[src/rtl/sub_bytes_seq_pkg.sv]
// Shared cipher definitions: byte and state types, state geometry,
// and the forward/inverse AES substitution tables used by the sbox cores.
package sub_bytes_seq_pkg;

    typedef logic [7:0] byte_t;

    localparam int NB          = 4;
    localparam int STATE_BYTES = 16;

    // Row-major: element [r][c] is byte k = r*4 + c; byte 0 is the MSB.
    typedef logic [0:NB-1][0:NB-1][7:0] state_t;

    // Flat view of the same bits, indexed directly by k.
    typedef logic [0:STATE_BYTES-1][7:0] bytes_t;

    localparam byte_t SBOX [256] = '{
        8'h63, 8'h7c, 8'h77, 8'h7b, 8'hf2, 8'h6b, 8'h6f, 8'hc5,
        8'h30, 8'h01, 8'h67, 8'h2b, 8'hfe, 8'hd7, 8'hab, 8'h76,
        8'hca, 8'h82, 8'hc9, 8'h7d, 8'hfa, 8'h59, 8'h47, 8'hf0,
        8'had, 8'hd4, 8'ha2, 8'haf, 8'h9c, 8'ha4, 8'h72, 8'hc0,
        8'hb7, 8'hfd, 8'h93, 8'h26, 8'h36, 8'h3f, 8'hf7, 8'hcc,
        8'h34, 8'ha5, 8'he5, 8'hf1, 8'h71, 8'hd8, 8'h31, 8'h15,
        8'h04, 8'hc7, 8'h23, 8'hc3, 8'h18, 8'h96, 8'h05, 8'h9a,
        8'h07, 8'h12, 8'h80, 8'he2, 8'heb, 8'h27, 8'hb2, 8'h75,
        8'h09, 8'h83, 8'h2c, 8'h1a, 8'h1b, 8'h6e, 8'h5a, 8'ha0,
        8'h52, 8'h3b, 8'hd6, 8'hb3, 8'h29, 8'he3, 8'h2f, 8'h84,
        8'h53, 8'hd1, 8'h00, 8'hed, 8'h20, 8'hfc, 8'hb1, 8'h5b,
        8'h6a, 8'hcb, 8'hbe, 8'h39, 8'h4a, 8'h4c, 8'h58, 8'hcf,
        8'hd0, 8'hef, 8'haa, 8'hfb, 8'h43, 8'h4d, 8'h33, 8'h85,
        8'h45, 8'hf9, 8'h02, 8'h7f, 8'h50, 8'h3c, 8'h9f, 8'ha8,
        8'h51, 8'ha3, 8'h40, 8'h8f, 8'h92, 8'h9d, 8'h38, 8'hf5,
        8'hbc, 8'hb6, 8'hda, 8'h21, 8'h10, 8'hff, 8'hf3, 8'hd2,
        8'hcd, 8'h0c, 8'h13, 8'hec, 8'h5f, 8'h97, 8'h44, 8'h17,
        8'hc4, 8'ha7, 8'h7e, 8'h3d, 8'h64, 8'h5d, 8'h19, 8'h73,
        8'h60, 8'h81, 8'h4f, 8'hdc, 8'h22, 8'h2a, 8'h90, 8'h88,
        8'h46, 8'hee, 8'hb8, 8'h14, 8'hde, 8'h5e, 8'h0b, 8'hdb,
        8'he0, 8'h32, 8'h3a, 8'h0a, 8'h49, 8'h06, 8'h24, 8'h5c,
        8'hc2, 8'hd3, 8'hac, 8'h62, 8'h91, 8'h95, 8'he4, 8'h79,
        8'he7, 8'hc8, 8'h37, 8'h6d, 8'h8d, 8'hd5, 8'h4e, 8'ha9,
        8'h6c, 8'h56, 8'hf4, 8'hea, 8'h65, 8'h7a, 8'hae, 8'h08,
        8'hba, 8'h78, 8'h25, 8'h2e, 8'h1c, 8'ha6, 8'hb4, 8'hc6,
        8'he8, 8'hdd, 8'h74, 8'h1f, 8'h4b, 8'hbd, 8'h8b, 8'h8a,
        8'h70, 8'h3e, 8'hb5, 8'h66, 8'h48, 8'h03, 8'hf6, 8'h0e,
        8'h61, 8'h35, 8'h57, 8'hb9, 8'h86, 8'hc1, 8'h1d, 8'h9e,
        8'he1, 8'hf8, 8'h98, 8'h11, 8'h69, 8'hd9, 8'h8e, 8'h94,
        8'h9b, 8'h1e, 8'h87, 8'he9, 8'hce, 8'h55, 8'h28, 8'hdf,
        8'h8c, 8'ha1, 8'h89, 8'h0d, 8'hbf, 8'he6, 8'h42, 8'h68,
        8'h41, 8'h99, 8'h2d, 8'h0f, 8'hb0, 8'h54, 8'hbb, 8'h16
    };

    localparam byte_t INV_SBOX [256] = '{
        8'h52, 8'h09, 8'h6a, 8'hd5, 8'h30, 8'h36, 8'ha5, 8'h38,
        8'hbf, 8'h40, 8'ha3, 8'h9e, 8'h81, 8'hf3, 8'hd7, 8'hfb,
        8'h7c, 8'he3, 8'h39, 8'h82, 8'h9b, 8'h2f, 8'hff, 8'h87,
        8'h34, 8'h8e, 8'h43, 8'h44, 8'hc4, 8'hde, 8'he9, 8'hcb,
        8'h54, 8'h7b, 8'h94, 8'h32, 8'ha6, 8'hc2, 8'h23, 8'h3d,
        8'hee, 8'h4c, 8'h95, 8'h0b, 8'h42, 8'hfa, 8'hc3, 8'h4e,
        8'h08, 8'h2e, 8'ha1, 8'h66, 8'h28, 8'hd9, 8'h24, 8'hb2,
        8'h76, 8'h5b, 8'ha2, 8'h49, 8'h6d, 8'h8b, 8'hd1, 8'h25,
        8'h72, 8'hf8, 8'hf6, 8'h64, 8'h86, 8'h68, 8'h98, 8'h16,
        8'hd4, 8'ha4, 8'h5c, 8'hcc, 8'h5d, 8'h65, 8'hb6, 8'h92,
        8'h6c, 8'h70, 8'h48, 8'h50, 8'hfd, 8'hed, 8'hb9, 8'hda,
        8'h5e, 8'h15, 8'h46, 8'h57, 8'ha7, 8'h8d, 8'h9d, 8'h84,
        8'h90, 8'hd8, 8'hab, 8'h00, 8'h8c, 8'hbc, 8'hd3, 8'h0a,
        8'hf7, 8'he4, 8'h58, 8'h05, 8'hb8, 8'hb3, 8'h45, 8'h06,
        8'hd0, 8'h2c, 8'h1e, 8'h8f, 8'hca, 8'h3f, 8'h0f, 8'h02,
        8'hc1, 8'haf, 8'hbd, 8'h03, 8'h01, 8'h13, 8'h8a, 8'h6b,
        8'h3a, 8'h91, 8'h11, 8'h41, 8'h4f, 8'h67, 8'hdc, 8'hea,
        8'h97, 8'hf2, 8'hcf, 8'hce, 8'hf0, 8'hb4, 8'he6, 8'h73,
        8'h96, 8'hac, 8'h74, 8'h22, 8'he7, 8'had, 8'h35, 8'h85,
        8'he2, 8'hf9, 8'h37, 8'he8, 8'h1c, 8'h75, 8'hdf, 8'h6e,
        8'h47, 8'hf1, 8'h1a, 8'h71, 8'h1d, 8'h29, 8'hc5, 8'h89,
        8'h6f, 8'hb7, 8'h62, 8'h0e, 8'haa, 8'h18, 8'hbe, 8'h1b,
        8'hfc, 8'h56, 8'h3e, 8'h4b, 8'hc6, 8'hd2, 8'h79, 8'h20,
        8'h9a, 8'hdb, 8'hc0, 8'hfe, 8'h78, 8'hcd, 8'h5a, 8'hf4,
        8'h1f, 8'hdd, 8'ha8, 8'h33, 8'h88, 8'h07, 8'hc7, 8'h31,
        8'hb1, 8'h12, 8'h10, 8'h59, 8'h27, 8'h80, 8'hec, 8'h5f,
        8'h60, 8'h51, 8'h7f, 8'ha9, 8'h19, 8'hb5, 8'h4a, 8'h0d,
        8'h2d, 8'he5, 8'h7a, 8'h9f, 8'h93, 8'hc9, 8'h9c, 8'hef,
        8'ha0, 8'he0, 8'h3b, 8'h4d, 8'hae, 8'h2a, 8'hf5, 8'hb0,
        8'hc8, 8'heb, 8'hbb, 8'h3c, 8'h83, 8'h53, 8'h99, 8'h61,
        8'h17, 8'h2b, 8'h04, 8'h7e, 8'hba, 8'h77, 8'hd6, 8'h26,
        8'he1, 8'h69, 8'h14, 8'h63, 8'h55, 8'h21, 8'h0c, 8'h7d
    };

endpackage

[src/rtl/sub_bytes_seq_sbox.sv]
// Combinational AES substitution cores. sbox: lhs -> o (forward);
// inv_sbox (only with SUB_BYTES_SEQ_INV_EN): lhs -> o (inverse).
module sbox
    import sub_bytes_seq_pkg::*;
(
    input  logic [7:0] lhs,
    output logic [7:0] o
);
    assign o = SBOX[lhs];
endmodule

`ifdef SUB_BYTES_SEQ_INV_EN
module inv_sbox
    import sub_bytes_seq_pkg::*;
(
    input  logic [7:0] lhs,
    output logic [7:0] o
);
    assign o = INV_SBOX[lhs];
endmodule
`endif

[src/rtl/sub_bytes_seq.sv]
// Sequential SubBytes: LANES shared sboxes swept over the 16 state bytes
// in 16/LANES beats, valid/ready on both sides.
// Ports: clk, rst (async, active-low), in_state/in_valid/in_ready,
// out_state/out_valid/out_ready, busy (high while running).
// SUB_BYTES_SEQ_INV_EN adds input inv (latched on accept) selecting the
// inverse table per block for the decipher path.
module sub_bytes_seq
    import sub_bytes_seq_pkg::*;
#(
    parameter int LANES = 4
)
(
    input  logic   clk,
    input  logic   rst,
`ifdef SUB_BYTES_SEQ_INV_EN
    input  logic   inv,
`endif
    input  state_t in_state,
    input  logic   in_valid,
    output logic   in_ready,
    output state_t out_state,
    output logic   out_valid,
    input  logic   out_ready,
    output logic   busy
);

    localparam int BEATS = STATE_BYTES / LANES;
    localparam int BW    = (BEATS > 1) ? $clog2(BEATS) : 1;
    localparam logic [BW-1:0] LAST = BW'(BEATS - 1);

    if (!(LANES == 1 || LANES == 2 || LANES == 4 ||
          LANES == 8 || LANES == 16)) begin : g_bad_lanes
        $error("sub_bytes_seq: LANES must be 1, 2, 4, 8 or 16");
    end

    typedef enum logic [1:0] {
        IDLE,
        RUN,
        DONE
    } fsm_t;

    fsm_t            fsm;
    fsm_t            fsm_next;
    logic [BW-1:0]   beat;
    bytes_t          src;
    bytes_t          dst;
    logic            accept;
    logic [3:0]      lane_k   [LANES];
    byte_t           lane_out [LANES];
`ifdef SUB_BYTES_SEQ_INV_EN
    logic            inv_q;
`endif

    always_comb begin
        fsm_next  = fsm;
        in_ready  = 1'b0;
        out_valid = 1'b0;
        busy      = 1'b0;
        unique case (fsm)
            IDLE: begin
                in_ready = 1'b1;
                if (in_valid) fsm_next = RUN;
            end
            RUN: begin
                busy = 1'b1;
                if (beat == LAST) fsm_next = DONE;
            end
            DONE: begin
                out_valid = 1'b1;
                // Overlap: the consuming edge may also accept the next block.
                in_ready  = out_ready;
                if (out_ready) fsm_next = in_valid ? RUN : IDLE;
            end
            default: fsm_next = IDLE;
        endcase
    end

    assign accept = in_valid && in_ready;

    for (genvar j = 0; j < LANES; j++) begin : g_lane
        byte_t lane_in;
        byte_t fwd;

        assign lane_k[j] = 4'(int'(beat) * LANES + j);
        assign lane_in   = src[lane_k[j]];

        sbox u_sbox (
            .lhs (lane_in),
            .o   (fwd)
        );

`ifdef SUB_BYTES_SEQ_INV_EN
        byte_t rev;

        inv_sbox u_inv_sbox (
            .lhs (lane_in),
            .o   (rev)
        );

        assign lane_out[j] = inv_q ? rev : fwd;
`else
        assign lane_out[j] = fwd;
`endif
    end

    always_ff @(posedge clk or negedge rst) begin
        if (!rst) begin
            fsm   <= IDLE;
            beat  <= '0;
            src   <= '0;
            dst   <= '0;
`ifdef SUB_BYTES_SEQ_INV_EN
            inv_q <= 1'b0;
`endif
        end else begin
            fsm <= fsm_next;
            if (accept) begin
                src   <= in_state;
                beat  <= '0;
`ifdef SUB_BYTES_SEQ_INV_EN
                inv_q <= inv;
`endif
            end else if (fsm == RUN) begin
                beat <= (beat == LAST) ? '0 : beat + 1'b1;
                // Bytes of later beats keep stale values until written.
                for (int j = 0; j < LANES; j++) begin
                    dst[lane_k[j]] <= lane_out[j];
                end
            end
        end
    end

    assign out_state = dst;

endmodule

[config.mk]
export PLATFORM = sky130hd
export DESIGN_NAME = sub_bytes_seq
export DESIGN_NICKNAME = d
export VERILOG_FILES = /design/src/rtl/sub_bytes_seq_pkg.sv /design/src/rtl/sub_bytes_seq_sbox.sv /design/src/rtl/sub_bytes_seq.sv
export SDC_FILE = /design/constraint.sdc
export NUM_CORES = 1
export LEC_CHECK = 0
export ABC_CLOCK_PERIOD_IN_PS = 4100
export BUFFER_PORTS_ARGS = -buffer_cell sky130_fd_sc_hd__buf_2
export CAP_MARGIN = 25
export CORE_ASPECT_RATIO = 0.75
export CORE_MARGIN = 8
export CORE_UTILIZATION = 24
export CTS_CLUSTER_SIZE = 8
export DETAILED_ROUTE_END_ITERATION = 16
export MAX_ROUTING_LAYER = met4
export SLEW_MARGIN = 30
export SYNTH_ARGS = -nofsm -noshare
export SYNTH_HDL_FRONTEND = slang
export SYNTH_SLANG_ARGS = --single-unit
export TNS_END_PERCENT = 30
[constraint.sdc]
create_clock -name clk -period 4.1 [get_ports clk]
set_input_delay 0.205 -clock clk [delete_from_list [all_inputs] [get_ports clk]]
set_output_delay 0.205 -clock clk [all_outputs]
set_load 0.005 [all_outputs]
==> metrics.yaml <==
ys_seq_elements: 260
drc_errors: 0
clk_pin_slew_ns: 0.05
max_freq_ghz: 0.251
start_util: 0.240
setup_ws_ns: 0.123
crit_fanout: 32
drtPass1Iterations: 9
cp-start-kind: "flop"
yosys.area.top_type_share: 0.274
synth_area_um2: 23700
synth_cell_types: 89
end_kind: "flop"
grt_pass1_wl_mm: 194
viasPerCell: 5.98
final_core_util: 0.315
routabilityCongestion: 1.09
finalCriticalPeriod_ns: 3.98
die_h_um: 288
io_pins: 263
clkLatencyLatePin_ns: 0.59
yosysSeqAreaShare: 0.274
finalNetCount: 3652
async_flop_share: 1.00
place_ws_ns: -0.0334
holdWs_ns: 0.0899
routed_wl_mm: 135
grt_max_degree: 106
die_w_um: 379
cp_top_family: "compound AO/OA/AOI/OAI gates"
synth.avg_cell_area_um2: 8.00
dieArea_um2: 109000
wire_per_inst_um: 28.1
rows: 100
synth_nets: 3155
crit_type: "flop to flop"
numCtsBuffers: 40
yosysMostFrequentCell: "nand2_1"
cpPeakStageDelay_ns: 0.72
clkSinkCount: 260
drv_cap: 0
netlist_top_cells_count: "nand2_1, dfrtp_1, a21oi_1, o21ai_0, nor2_1"
cp_num_buf_inv: 3
vias: 28700
cts_root_buf: "clkbuf_16"
layout-drive-gt1-share: 0.270
path_cells: "buf_4, mux4_2, buf_6, ha_1, buf_12, or2_0, a311oi_1, a311oi_1, o311ai_1, o21ai_0"
dp_hpwl_mm: 99.7
antenna_found_initial: 11
cts_max_path_buffers: 3
cts_tree: "built"
worstHoldPathType: "primary input to asynchronous set/reset pin"
synth_edf_count: 0
maxSlewHeadroom: 0.422
final_antenna_net_count: 0
critPathSlowestCell: "o311ai_1"
status: "finished clean"
ys_warn_count: 0
syn_to_final_growth_pct: 30.8
overflow: 0
fin_crit_sh: 0.970
cp_data_required_time_ns: 4.52
grt_pass1_vias: 27200
path_common_cell: "a311oi_1"
drt_iter0_markers: 4603
arrival_ns: 4.40
worst_pin_slew_ns: 0.854
io_buffers: 262
htreeDepth: 2
synthCells: 2963
fill_cells: 10500
fin_skew_ns: 0.0327
yosys.area.top_type: "dfrtp_1"
slew_viol_final: 0
synthFlopType: "dfrtp_1"
ys_top_cells_by_area: "dfrtp_1, mux2_2, nand2_1"
rsz0062_at_grt: "yes"
track_usage: 0.240
core-area_um2: 98600
setup_violations: 0
final_hold_viol_count: 0
==> layout by cell type, fill, tap and decap left out, drive strengths merged, types with 16 or more instances in the layout <==
cell,n
a32oi,17
buf,641
nor2,203
o311ai,37
a221oi,23
ha,60
mux4,30
clkbuf,43
inv,37
a311oi,49
nor2b,24
nand4,20
mux2,160
dfrtp,260
o211ai,69
o2111ai,23
o221ai,34
a211oi,40
a31oi,54
o21ai,273
nor4,16
nand3,101
a311o,18
and2,40
o22ai,31
a21oi,237
or2,19
dlygate4sd3,130
o31ai,25
nand2,333
mux2i,68
nand2b,60
nor3,74
==> logic make-up after synthesis <==
kind of cell	Yosys count	synth area share
buffers and inverters	355	0.0674
adder cells (fa/ha/maj)	60	0.0317
AND/OR/NAND/NOR	937	0.185
AO/OA/AOI/OAI	1080	0.304
multiplexers	257	0.132
XOR/XNOR	14	0.00517
flip-flops	260	0.274
==> metrics by stage <==
step | area (µm²) | setup TNS, ns | std cells
6_report | 31000 | 0 | 4800
4_1_cts | 30900 | 0 | 4788
3_3_place_gp | 28400 | 0 | 4606
3_5_place_dp | 28400 | -0.0954 | 4606
5_1_grt | 31000 | -0.00846 | 4800
2_1_floorplan | 23700 | 0 | 2963
==> repair_timing <==
action                     4_1_cts  5_1_grt
setup buffers                    0        6
setup endpoints to repair        5       47
hold endpoints to repair       232        0
resized for setup                1       16
cloned                           1        0
hold buffers                   130        0
==> per-layer routing <==
metal | track usage | routed length (µm) | up-vias
met5 | - | 0 | -
met4 | 0.0511 | 3680 | 0
met3 | 0.0846 | 19200 | 304
met2 | 0.315 | 52000 | 2255
met1 | 0.347 | 60000 | 13900
li1 | - | - | 12200
==> final cells by class <==
| cell class | instances | area, µm² | share of cell area |
|---|---|---|---|
| Inverter | 38 | 146 | 0.00472 |
| Tap cell | 1326 | 1660 | 0.0535 |
| Sequential cell | 260 | 6510 | 0.210 |
| Clock inverter | 8 | 93.8 | 0.00303 |
| Clock buffer | 43 | 1020 | 0.0330 |
| Timing Repair Buffer | 771 | 5850 | 0.189 |
| Multi-Input combinational cell | 2349 | 15700 | 0.507 |
| Antenna cell | 5 | 12.5 | 0.000403 |
==> worst paths after layout <==
check                                     end          start  slack, ns  depth (start not counted)
max in group asynchronous             src[32]            rst       2.87                          4
worst max register to register  out_state[36]        beat[0]       0.12                         10
worst min-delay path            out_state[47]            rst       0.09                          2
worst max-delay path            out_state[36]        beat[0]       0.12                         10
worst min register to register  out_state[82]  out_state[82]       0.47                          2
min in group clk                       fsm[0]       in_valid       0.26                          3
==> sequential cells by signal, summed over array words and instances, names as in the netlist <==
| name | cells |
|---|---|
| out_state | 128 |
| src | 128 |
| beat | 2 |
| fsm | 2 |
Power is not shown: default switching activity piles up to over one toggle a cycle in this logic, so the estimate is an artifact.
